## src/rtl/vga_timing_generator_if.sv

```systemverilog
// Pixel-side bundle of the VGA timing generator: pixel tick and colour in,
// pixel addresses plus aligned sync/DE/colour and frame markers out.
interface vga_timing_generator_if #(
    parameter int COLOUR_W = 8,
    parameter int ADDR_W   = 10
);
    logic                pix_en;
    logic [COLOUR_W-1:0] colour_in;
    logic [ADDR_W-1:0]   addrh;
    logic [ADDR_W-1:0]   addrv;
    logic                addr_valid;
    logic                hs;
    logic                vs;
    logic                de;
    logic [COLOUR_W-1:0] colour_out;
    logic                line_start;
    logic                frame_start;

    // The timing generator itself.
    modport master (
        input  pix_en, colour_in,
        output addrh, addrv, addr_valid, hs, vs, de, colour_out,
        output line_start, frame_start
    );

    // Pixel source / DAC side.
    modport slave (
        output pix_en, colour_in,
        input  addrh, addrv, addr_valid, hs, vs, de, colour_out,
        input  line_start, frame_start
    );
endinterface

```

## src/rtl/vga_timing_generator.sv

```systemverilog
// Programmable VGA raster timing generator; sync, DE and colour are delayed
// by PIPE_LAT pixel ticks to line up with a pipelined pixel fetch.
module vga_timing_generator #(
    parameter int H_ACTIVE = 640,
    parameter int H_FP     = 16,
    parameter int H_SYNC   = 96,
    parameter int H_BP     = 48,
    parameter int V_ACTIVE = 480,
    parameter int V_FP     = 10,
    parameter int V_SYNC   = 2,
    parameter int V_BP     = 33,
    parameter bit HS_POL   = 1'b0,
    parameter bit VS_POL   = 1'b0,
    parameter int COLOUR_W = 8,
    parameter int PIPE_LAT = 2,
    parameter int ADDR_W   = 10
) (
    input  logic                   i_clk,
    input  logic                   i_rst_n,
    vga_timing_generator_if.master io_vga
);
    localparam int H_TOTAL = H_ACTIVE + H_FP + H_SYNC + H_BP;
    localparam int V_TOTAL = V_ACTIVE + V_FP + V_SYNC + V_BP;
    localparam int DLY     = PIPE_LAT - 1;

    localparam logic [ADDR_W-1:0] H_LAST   = ADDR_W'(H_TOTAL - 1);
    localparam logic [ADDR_W-1:0] V_LAST   = ADDR_W'(V_TOTAL - 1);
    localparam logic [ADDR_W-1:0] H_ACT_C  = ADDR_W'(H_ACTIVE);
    localparam logic [ADDR_W-1:0] V_ACT_C  = ADDR_W'(V_ACTIVE);
    localparam logic [ADDR_W-1:0] HS_BEG_C = ADDR_W'(H_ACTIVE + H_FP);
    localparam logic [ADDR_W-1:0] HS_END_C = ADDR_W'(H_ACTIVE + H_FP + H_SYNC);
    localparam logic [ADDR_W-1:0] VS_BEG_C = ADDR_W'(V_ACTIVE + V_FP);
    localparam logic [ADDR_W-1:0] VS_END_C = ADDR_W'(V_ACTIVE + V_FP + V_SYNC);

    generate
        if (H_ACTIVE < 1 || H_FP < 1 || H_SYNC < 1 || H_BP < 1 ||
            V_ACTIVE < 1 || V_FP < 1 || V_SYNC < 1 || V_BP < 1 ||
            PIPE_LAT < 1 || PIPE_LAT > 4 || COLOUR_W < 1 ||
            ADDR_W < 1 || ADDR_W > 30 ||
            (H_TOTAL - 1) >= (1 << ADDR_W) || (V_TOTAL - 1) >= (1 << ADDR_W)) begin : g_param_check
            $error("vga_timing_generator: illegal timing parameters");
        end
    endgenerate

    logic [ADDR_W-1:0] r_hcnt;
    logic [ADDR_W-1:0] r_vcnt;
    logic              r_line_start;
    logic              r_frame_start;
    logic              w_h_last;
    logic              w_v_last;
    logic              w_addr_valid;
    logic [2:0]        w_raw_flags;   // {hs, vs, de}, unpolarised
    logic [2:0]        w_dly_flags;

    assign w_h_last = (r_hcnt == H_LAST);
    assign w_v_last = (r_vcnt == V_LAST);

    always_ff @(posedge i_clk or negedge i_rst_n) begin
        if (!i_rst_n) begin
            r_hcnt        <= '0;
            r_vcnt        <= '0;
            r_line_start  <= 1'b0;
            r_frame_start <= 1'b0;
        end else begin
            r_line_start  <= io_vga.pix_en && w_h_last;
            r_frame_start <= io_vga.pix_en && w_h_last && w_v_last;
            if (io_vga.pix_en) begin
                if (w_h_last) begin
                    r_hcnt <= '0;
                    r_vcnt <= w_v_last ? '0 : r_vcnt + 1'b1;
                end else begin
                    r_hcnt <= r_hcnt + 1'b1;
                end
            end
        end
    end

    assign w_addr_valid      = (r_hcnt < H_ACT_C) && (r_vcnt < V_ACT_C);
    assign io_vga.addr_valid = w_addr_valid;
    assign io_vga.addrh      = w_addr_valid ? r_hcnt : '0;
    assign io_vga.addrv      = w_addr_valid ? r_vcnt : '0;

    assign w_raw_flags = {(r_hcnt >= HS_BEG_C) && (r_hcnt < HS_END_C),
                          (r_vcnt >= VS_BEG_C) && (r_vcnt < VS_END_C),
                          w_addr_valid};

    // The output register supplies one tick of latency; the rest comes from here.
    generate
        if (DLY == 0) begin : g_no_dly
            assign w_dly_flags = w_raw_flags;
        end else begin : g_dly
            for (genvar gi = 0; gi < DLY; gi++) begin : g_stage
                logic [2:0] r_q;
                logic [2:0] w_d;
                if (gi == 0) begin : g_first
                    assign w_d = w_raw_flags;
                end else begin : g_next
                    assign w_d = g_stage[gi-1].r_q;
                end
                always_ff @(posedge i_clk or negedge i_rst_n) begin
                    if (!i_rst_n) begin
                        r_q <= 3'b000;
                    end else if (io_vga.pix_en) begin
                        r_q <= w_d;
                    end
                end
            end
            assign w_dly_flags = g_stage[DLY-1].r_q;
        end
    endgenerate

    logic                r_hs;
    logic                r_vs;
    logic                r_de;
    logic [COLOUR_W-1:0] r_colour;

    always_ff @(posedge i_clk or negedge i_rst_n) begin
        if (!i_rst_n) begin
            r_hs     <= ~HS_POL;
            r_vs     <= ~VS_POL;
            r_de     <= 1'b0;
            r_colour <= '0;
        end else if (io_vga.pix_en) begin
            r_hs     <= w_dly_flags[2] ? HS_POL : ~HS_POL;
            r_vs     <= w_dly_flags[1] ? VS_POL : ~VS_POL;
            r_de     <= w_dly_flags[0];
            r_colour <= w_dly_flags[0] ? io_vga.colour_in : '0;
        end
    end

    assign io_vga.hs          = r_hs;
    assign io_vga.vs          = r_vs;
    assign io_vga.de          = r_de;
    assign io_vga.colour_out  = r_colour;
    assign io_vga.line_start  = r_line_start;
    assign io_vga.frame_start = r_frame_start;
endmodule
```

## src/flat_wrapper.sv

```systemverilog
// flat-port wrapper written by rule: the top's interface ports become plain ports
module vga_timing_generator_flat 
#(
    parameter int H_ACTIVE = 640,
    parameter int H_FP     = 16,
    parameter int H_SYNC   = 96,
    parameter int H_BP     = 48,
    parameter int V_ACTIVE = 480,
    parameter int V_FP     = 10,
    parameter int V_SYNC   = 2,
    parameter int V_BP     = 33,
    parameter bit HS_POL   = 1'b0,
    parameter bit VS_POL   = 1'b0,
    parameter int COLOUR_W = 8,
    parameter int PIPE_LAT = 2,
    parameter int ADDR_W   = 10
)
  (i_clk, i_rst_n, io_vga_pix_en, io_vga_colour_in, io_vga_addrh, io_vga_addrv, io_vga_addr_valid, io_vga_hs, io_vga_vs, io_vga_de, io_vga_colour_out, io_vga_line_start, io_vga_frame_start);
  vga_timing_generator_if #(.COLOUR_W(COLOUR_W), .ADDR_W(ADDR_W)) io_vga_i ();
  input  logic i_clk;
  input  logic i_rst_n;
  input wire logic [$bits(io_vga_i.pix_en)-1:0] io_vga_pix_en;
  input wire logic [$bits(io_vga_i.colour_in)-1:0] io_vga_colour_in;
  output wire logic [$bits(io_vga_i.addrh)-1:0] io_vga_addrh;
  output wire logic [$bits(io_vga_i.addrv)-1:0] io_vga_addrv;
  output wire logic [$bits(io_vga_i.addr_valid)-1:0] io_vga_addr_valid;
  output wire logic [$bits(io_vga_i.hs)-1:0] io_vga_hs;
  output wire logic [$bits(io_vga_i.vs)-1:0] io_vga_vs;
  output wire logic [$bits(io_vga_i.de)-1:0] io_vga_de;
  output wire logic [$bits(io_vga_i.colour_out)-1:0] io_vga_colour_out;
  output wire logic [$bits(io_vga_i.line_start)-1:0] io_vga_line_start;
  output wire logic [$bits(io_vga_i.frame_start)-1:0] io_vga_frame_start;
  assign io_vga_i.pix_en = io_vga_pix_en;
  assign io_vga_i.colour_in = io_vga_colour_in;
  assign io_vga_addrh = io_vga_i.addrh;
  assign io_vga_addrv = io_vga_i.addrv;
  assign io_vga_addr_valid = io_vga_i.addr_valid;
  assign io_vga_hs = io_vga_i.hs;
  assign io_vga_vs = io_vga_i.vs;
  assign io_vga_de = io_vga_i.de;
  assign io_vga_colour_out = io_vga_i.colour_out;
  assign io_vga_line_start = io_vga_i.line_start;
  assign io_vga_frame_start = io_vga_i.frame_start;
  vga_timing_generator #(.H_ACTIVE(H_ACTIVE), .H_FP(H_FP), .H_SYNC(H_SYNC), .H_BP(H_BP), .V_ACTIVE(V_ACTIVE), .V_FP(V_FP), .V_SYNC(V_SYNC), .V_BP(V_BP), .HS_POL(HS_POL), .VS_POL(VS_POL), .COLOUR_W(COLOUR_W), .PIPE_LAT(PIPE_LAT), .ADDR_W(ADDR_W)) u_core (.i_clk(i_clk), .i_rst_n(i_rst_n), .io_vga(io_vga_i));
endmodule
```

## config.mk

```make
export PLATFORM = sky130hd
export DESIGN_NAME = vga_timing_generator_flat
export DESIGN_NICKNAME = d
export VERILOG_FILES = /design/src/rtl/vga_timing_generator_if.sv /design/src/rtl/vga_timing_generator.sv /design/src/flat_wrapper.sv
export SDC_FILE = /design/constraint.sdc
export NUM_CORES = 1
export LEC_CHECK = 0
export ABC_AREA = 1
export BUFFER_PORTS_ARGS = -buffer_cell sky130_fd_sc_hd__buf_2
export CAP_MARGIN = 20
export CORE_MARGIN = 4
export CORE_UTILIZATION = 54
export CTS_CLUSTER_SIZE = 14
export DETAILED_ROUTE_END_ITERATION = 6
export PLACE_DENSITY_LB_ADDON = 0.05
export SYNTH_ARGS = -nofsm -noshare
export SYNTH_HDL_FRONTEND = slang
export SYNTH_SLANG_ARGS = --single-unit
```

## constraint.sdc

```tcl
create_clock -name i_clk -period 2.1 [get_ports i_clk]
set_clock_uncertainty 0.2 [all_clocks]
set_input_delay 0 -clock i_clk [delete_from_list [all_inputs] [get_ports i_clk]]
set_output_delay 0 -clock i_clk [all_outputs]
set_load 0.01 [all_outputs]
```

# Word level (Yosys, flattened, before mapping)
# Index checks and enable logic that the tools add are counted.
# totals
ramBits,0
ff_bits,36
input_bits,11
output_inout_bits,34
latch_bits,0
romBits,0
memories,0
# classes
n_mux,7
add_sub_neg,2
order_cmp,6
n_bitwise,0
n_div,0
mul,0
reduce_logical,6
shift,0
n_eq_ne,2
# op_table
operator,n
10-bit two-way mux,4
"10-bit by 1-bit adder with 10-bit output, second input constant",2
"10-bit equality test, second input constant",2
"10-bit < comparator, second input constant",2
"10-bit by 9-bit < comparator with 1-bit output, second input constant",2
"10-bit greater-or-equal comparator, second input constant",1
"10-bit by 9-bit greater-or-equal comparator with 1-bit output, second input constant",1
8-bit two-way mux,1
1-bit logical AND,5
1-bit two-way mux,2
2-bit AND reduction,1

# Logic depth before layout (Yosys ltp)
# logic_depth
ltp_word,3
depth_mapped,9
mapped_depth_nobuf,9

# Worst setup path after synthesis
# OpenSTA, ideal clock, no wires.
# synth_timing
path_kind,register to register
startpoint,reg u_core.r_hcnt[0]
endpoint,reg u_core.r_vcnt[7]
synth_period_minus_slack_ps,1515
t_arrival_ps,1197
path_stages_with_launch,8
setup_slack_ps,585
setup_ps,118
n_path_buf,1
cell_sequence,dfrtp_1 > ha_1 > nand2_1 > nor2_4 > nand4_4 > buf_6 > nand2_1 > o21ai_2
# synth_between
elab_chain_len,2
# synth_lines
item,line_no,text
start: declaration,vga_timing_generator.sv:45,logic [ADDR_W-1:0] r_hcnt;
start signal: assignment,vga_timing_generator.sv:72,r_hcnt <= r_hcnt + 1'b1;
10-bit equality test,vga_timing_generator.sv:55,assign w_h_last = (r_hcnt == H_LAST);
2-bit AND reduction (no source line),--,
end signal: assignment,vga_timing_generator.sv:70,r_vcnt <= w_v_last ? '0 : r_vcnt + 1'b1;
end: declaration,vga_timing_generator.sv:46,logic [ADDR_W-1:0] r_vcnt;
# No other way between the ends.
# A chain may end at the register's enable or synchronous reset.

# Worst setup path after layout
# layout_timing
startpoint,reg u_core.r_vcnt[5]
endpoint,out io_vga_addrv[7]
# layout_between
elab_chain_len,3
# layout_lines
item,line_no,text
10-bit by 9-bit < comparator with 1-bit output,vga_timing_generator.sv:78,assign w_addr_valid = (r_hcnt < H_ACT_C) && (r_vcnt < V_ACT_C);
1-bit logical AND,vga_timing_generator.sv:78,
10-bit two-way mux,vga_timing_generator.sv:81,assign io_vga.addrv = w_addr_valid ? r_vcnt : '0;
end: declaration,flat_wrapper.sv:25,output wire logic [$bits(io_vga_i.addrv)-1:0] io_vga_addrv;
# No other way between the ends.

==> qor.yml <==
pwr:
  p_int_mw: 1.31
  max-vdd-ir-drop_uv: 676
  p_switching_mw: 0.762
  p_seq_share_pct: 44.6
  leakagePower_nw: 1.33
  pwr-share-clk_pct: 24.5
  p_per_area_mw_per_mm2: 846
  p_sw_share_pct: 36.8
  comb_power_share_pct: 30.8
clock_tree:
  clk_latency_ns: 0.29
  cts.sinks: 36
  cts_tree: "built"
  cts_made_buffers: 5
  cts.clk_slew.worst_paths_ns: 0.07
  cts_buffer_depth: 2
  htree_num_levels: 2
  root_buffer: "clkbuf_8"
  cts_setup_buffers: 0
synth:
  synth_top_area_cell: "dfrtp_1"
  synth.yosys.seq_area_share_pct: 45.4
  synth-async-reset-ratio_pct: 100
  syn_nets: 282
  synth-seq-cells: 36
  synth_top_area_share_pct: 42.7
  synthTopCellsByArea: "dfrtp_1 43%, nand2_1 15%, inv_1 6.6%, nor2_1 6.6%, nand3_1 6.0%"
  syn_inst: 267
  synthesis.area_mm2: 0.00199
  synth_cell_types: 28
  synth.most_common_cell: "nand2_1"
  synth-edff-count: 0
  avgSynthCellArea_um2: 7.46
  yosys_warnings: 0
  synth_flop_cell: "dfrtp_1"
  synthTopCellsByCount: "82 x nand2_1, 35 x inv_1, 35 x nor2_1, 34 x dfrtp_1, 24 x nand3_1"
timing:
  min_period_ns: 1.91
  rsz0062_at_grt: "false"
  fin_ws_ns: 0.194
  slew_headroom_pct: 48.0
  slew_violations: 0
  fin_tns_setup_ns: 0
  finalSetupViolCount: 0
  timing.final.hold_violations: 0
  period_share_pct: 90.8
  fmax_mhz: 525
  tightestPinTransition_ns: 0.780
detailed_routing:
  avgViaCountPerCell: 4.97
  vias: 1834
  firstDrtPassIters: 4
  drc: 0
  first_iter_violations: 114
  ant_nets: 0
  wl_per_cell_um: 12.0
  drt_wl_total_mm: 4.44
place:
  preCtsSetupSlack_ns: 0.389
  hpwlAfterDp_mm: 3.11
  gp_congestion: 0.863
  port_buffers: 43
worst_setup_path:
  cp_slowest_cell: "dfrtp_1"
  worstPathCellList: "nand2_1, nor2_1, nand2_1, nand4_1, buf_6, nor2_1, buf_2"
  slowest_delay_ns: 0.43
  path_class: "reg -> out"
  cp_data_arrival_time_ns: 1.71
  start_kind: "flop"
  crit_path_max_fanout: 17
  critical_path_required_ns: 1.90
  endpoint_kind: "primary output"
floorplan:
  io-pin-count: 45
  rows: 21
  die_y_um: 68.7
  coreArea_mm2: 0.00344
  die_x_um: 68.7
  start_util_pct: 57.9
  die_area_mm2: 0.00472
outcome:
  status: "completed"
global_route:
  grt_max_degree: 37
  busiest_layer: "met2"
  met3_usage_pct: 5.83
  grt_pass1_wl_mm: 7.20
  grt_use_total_pct: 21.0
  grt_pass1_vias: 1606
  met2_usage_pct: 31.8
  grt_overflow: 0
  antenna_found_initial: 0
  use_met1_pct: 28.1
finish:
  diodes: 0
  n_fill_cell: 298
  fin_nets: 337
  drive_gt1_share_pct: 19.8
  syn_to_final_growth_pct: 22.9
min_path:
  hold_path.class: "in -> async"
flow_run:
  maxCapViolations: 0
worst max-delay path, delay by kind of cell (launching register included):
kind	cells	cell delay (ns)
flip-flops	1	0.43
buffers and inverters	2	0.36
AND/OR/NAND/NOR	5	0.63
kinds of logic after synthesis:
logic type	after synthesis	synth area share, %
compound gates	19	5.59
fa+ha+maj	4	2.51
simple gates	154	33.6
xor+xnor	7	3.08
other cells	1	0.188
buf+inv	46	9.67
flops	36	45.4
flip-flops by register name (all words and copies together), names as in the netlist, 3 cells and up:
signal and cells:
u_core.g_dly.g_stage.r_q 3, u_core.r_hcnt 10, u_core.io_vga.colour_out 8, u_core.r_vcnt 10
power by group through the flow:
| stage | Clock, mW | Sequential [mW] | Combinational (mW) |
|---|---|---|---|
| 6_report | 0.509 | 0.925 | 0.638 |
| 5_1_grt | 0.544 | 0.939 | 0.724 |
| 4_1_cts | 0.513 | 0.924 | 0.641 |
| 3_5_place_dp | 0 | 0.937 | 0.617 |
| 3_3_place_gp | 0 | 0.931 | 0.610 |
| 2_1_floorplan | 0 | 0.904 | 0.431 |
per-stage QoR:
stage	area [um^2]	instances	util, %	hold WS [ns]	power (mW)
3_5_place_dp	2220	348	64.6	-0.0784	1.55
6_report	2450	369	71.1	0.130	2.07
4_1_cts	2440	369	71.0	0.149	2.08
2_1_floorplan	1990	267	-	-0.496	1.33
3_3_place_gp	2220	348	64.6	-0.0709	1.54
5_1_grt	2450	369	71.1	0.214	2.21
routing by layer:
layer,routed length (um),share of wire (%)
met4,112,2.5
met1,2160,49
met5,0,0
met3,246,5.5
met2,1920,43
worst paths after layout:
| check | start | endpoint | slack (ns) | cells past startpoint |
|---|---|---|---|---|
| worst max-delay path | u_core.r_vcnt[5] | io_vga_addrv[7] | 0.19 | 7 |
| worst min-delay path | i_rst_n | u_core.r_hcnt[2] | 0.13 | 2 |
| worst max register to register | u_core.r_hcnt[1] | u_core.r_vcnt[3] | 0.36 | 7 |
| worst min register to register | u_core.g_dly.g_stage[0].r_q[2] | u_core.io_vga.hs | 0.24 | 1 |
| max in group asynchronous | i_rst_n | u_core.r_vcnt[6] | 1.07 | 2 |
| min in group i_clk | u_core.g_dly.g_stage[0].r_q[2] | u_core.io_vga.hs | 0.24 | 1 |
cell usage in the layout (no fill, tap or decap):
cell	instances
nand3_1	24
nand2_1	82
nand4_1	4
o21ai_1	2
buf_6	1
buf_2	43
buf_4	1
o31ai_1	1
dfrtp_1	34
conb_1	1
a211oi_1	1
nand4_4	1
nor3_2	1
o21ai_0	11
nor2_4	1
nor3_4	1
inv_2	1
xnor2_1	1
inv_1	35
ha_1	4
dfstp_2	2
clkinv_2	2
nand2_2	1
xor2_1	6
nor2_1	35
nor3_1	4
a21oi_1	1
dlygate4sd3_1	13
clkbuf_8	6
o21ai_2	3
layout make-up:
type / count / area, um^2 / area share (%)
clock buffer: 6 / 82.6 / 3.37
clock inverter: 2 / 10.0 / 0.409
inverter: 36 / 135 / 5.52
multi-input combinational: 185 / 896 / 36.6
sequential: 36 / 903 / 36.9
tap: 46 / 57.6 / 2.35
timing repair buffer: 58 / 364 / 14.9
timing repair:
action                                  in CTS  in global routing
hold buffers                                13                  0
hold endpoints to repair                    48                  0
resized for setup                            0                  1
endpoints found under the setup margin       0                  1
Power figures use the tool's default switching activity.
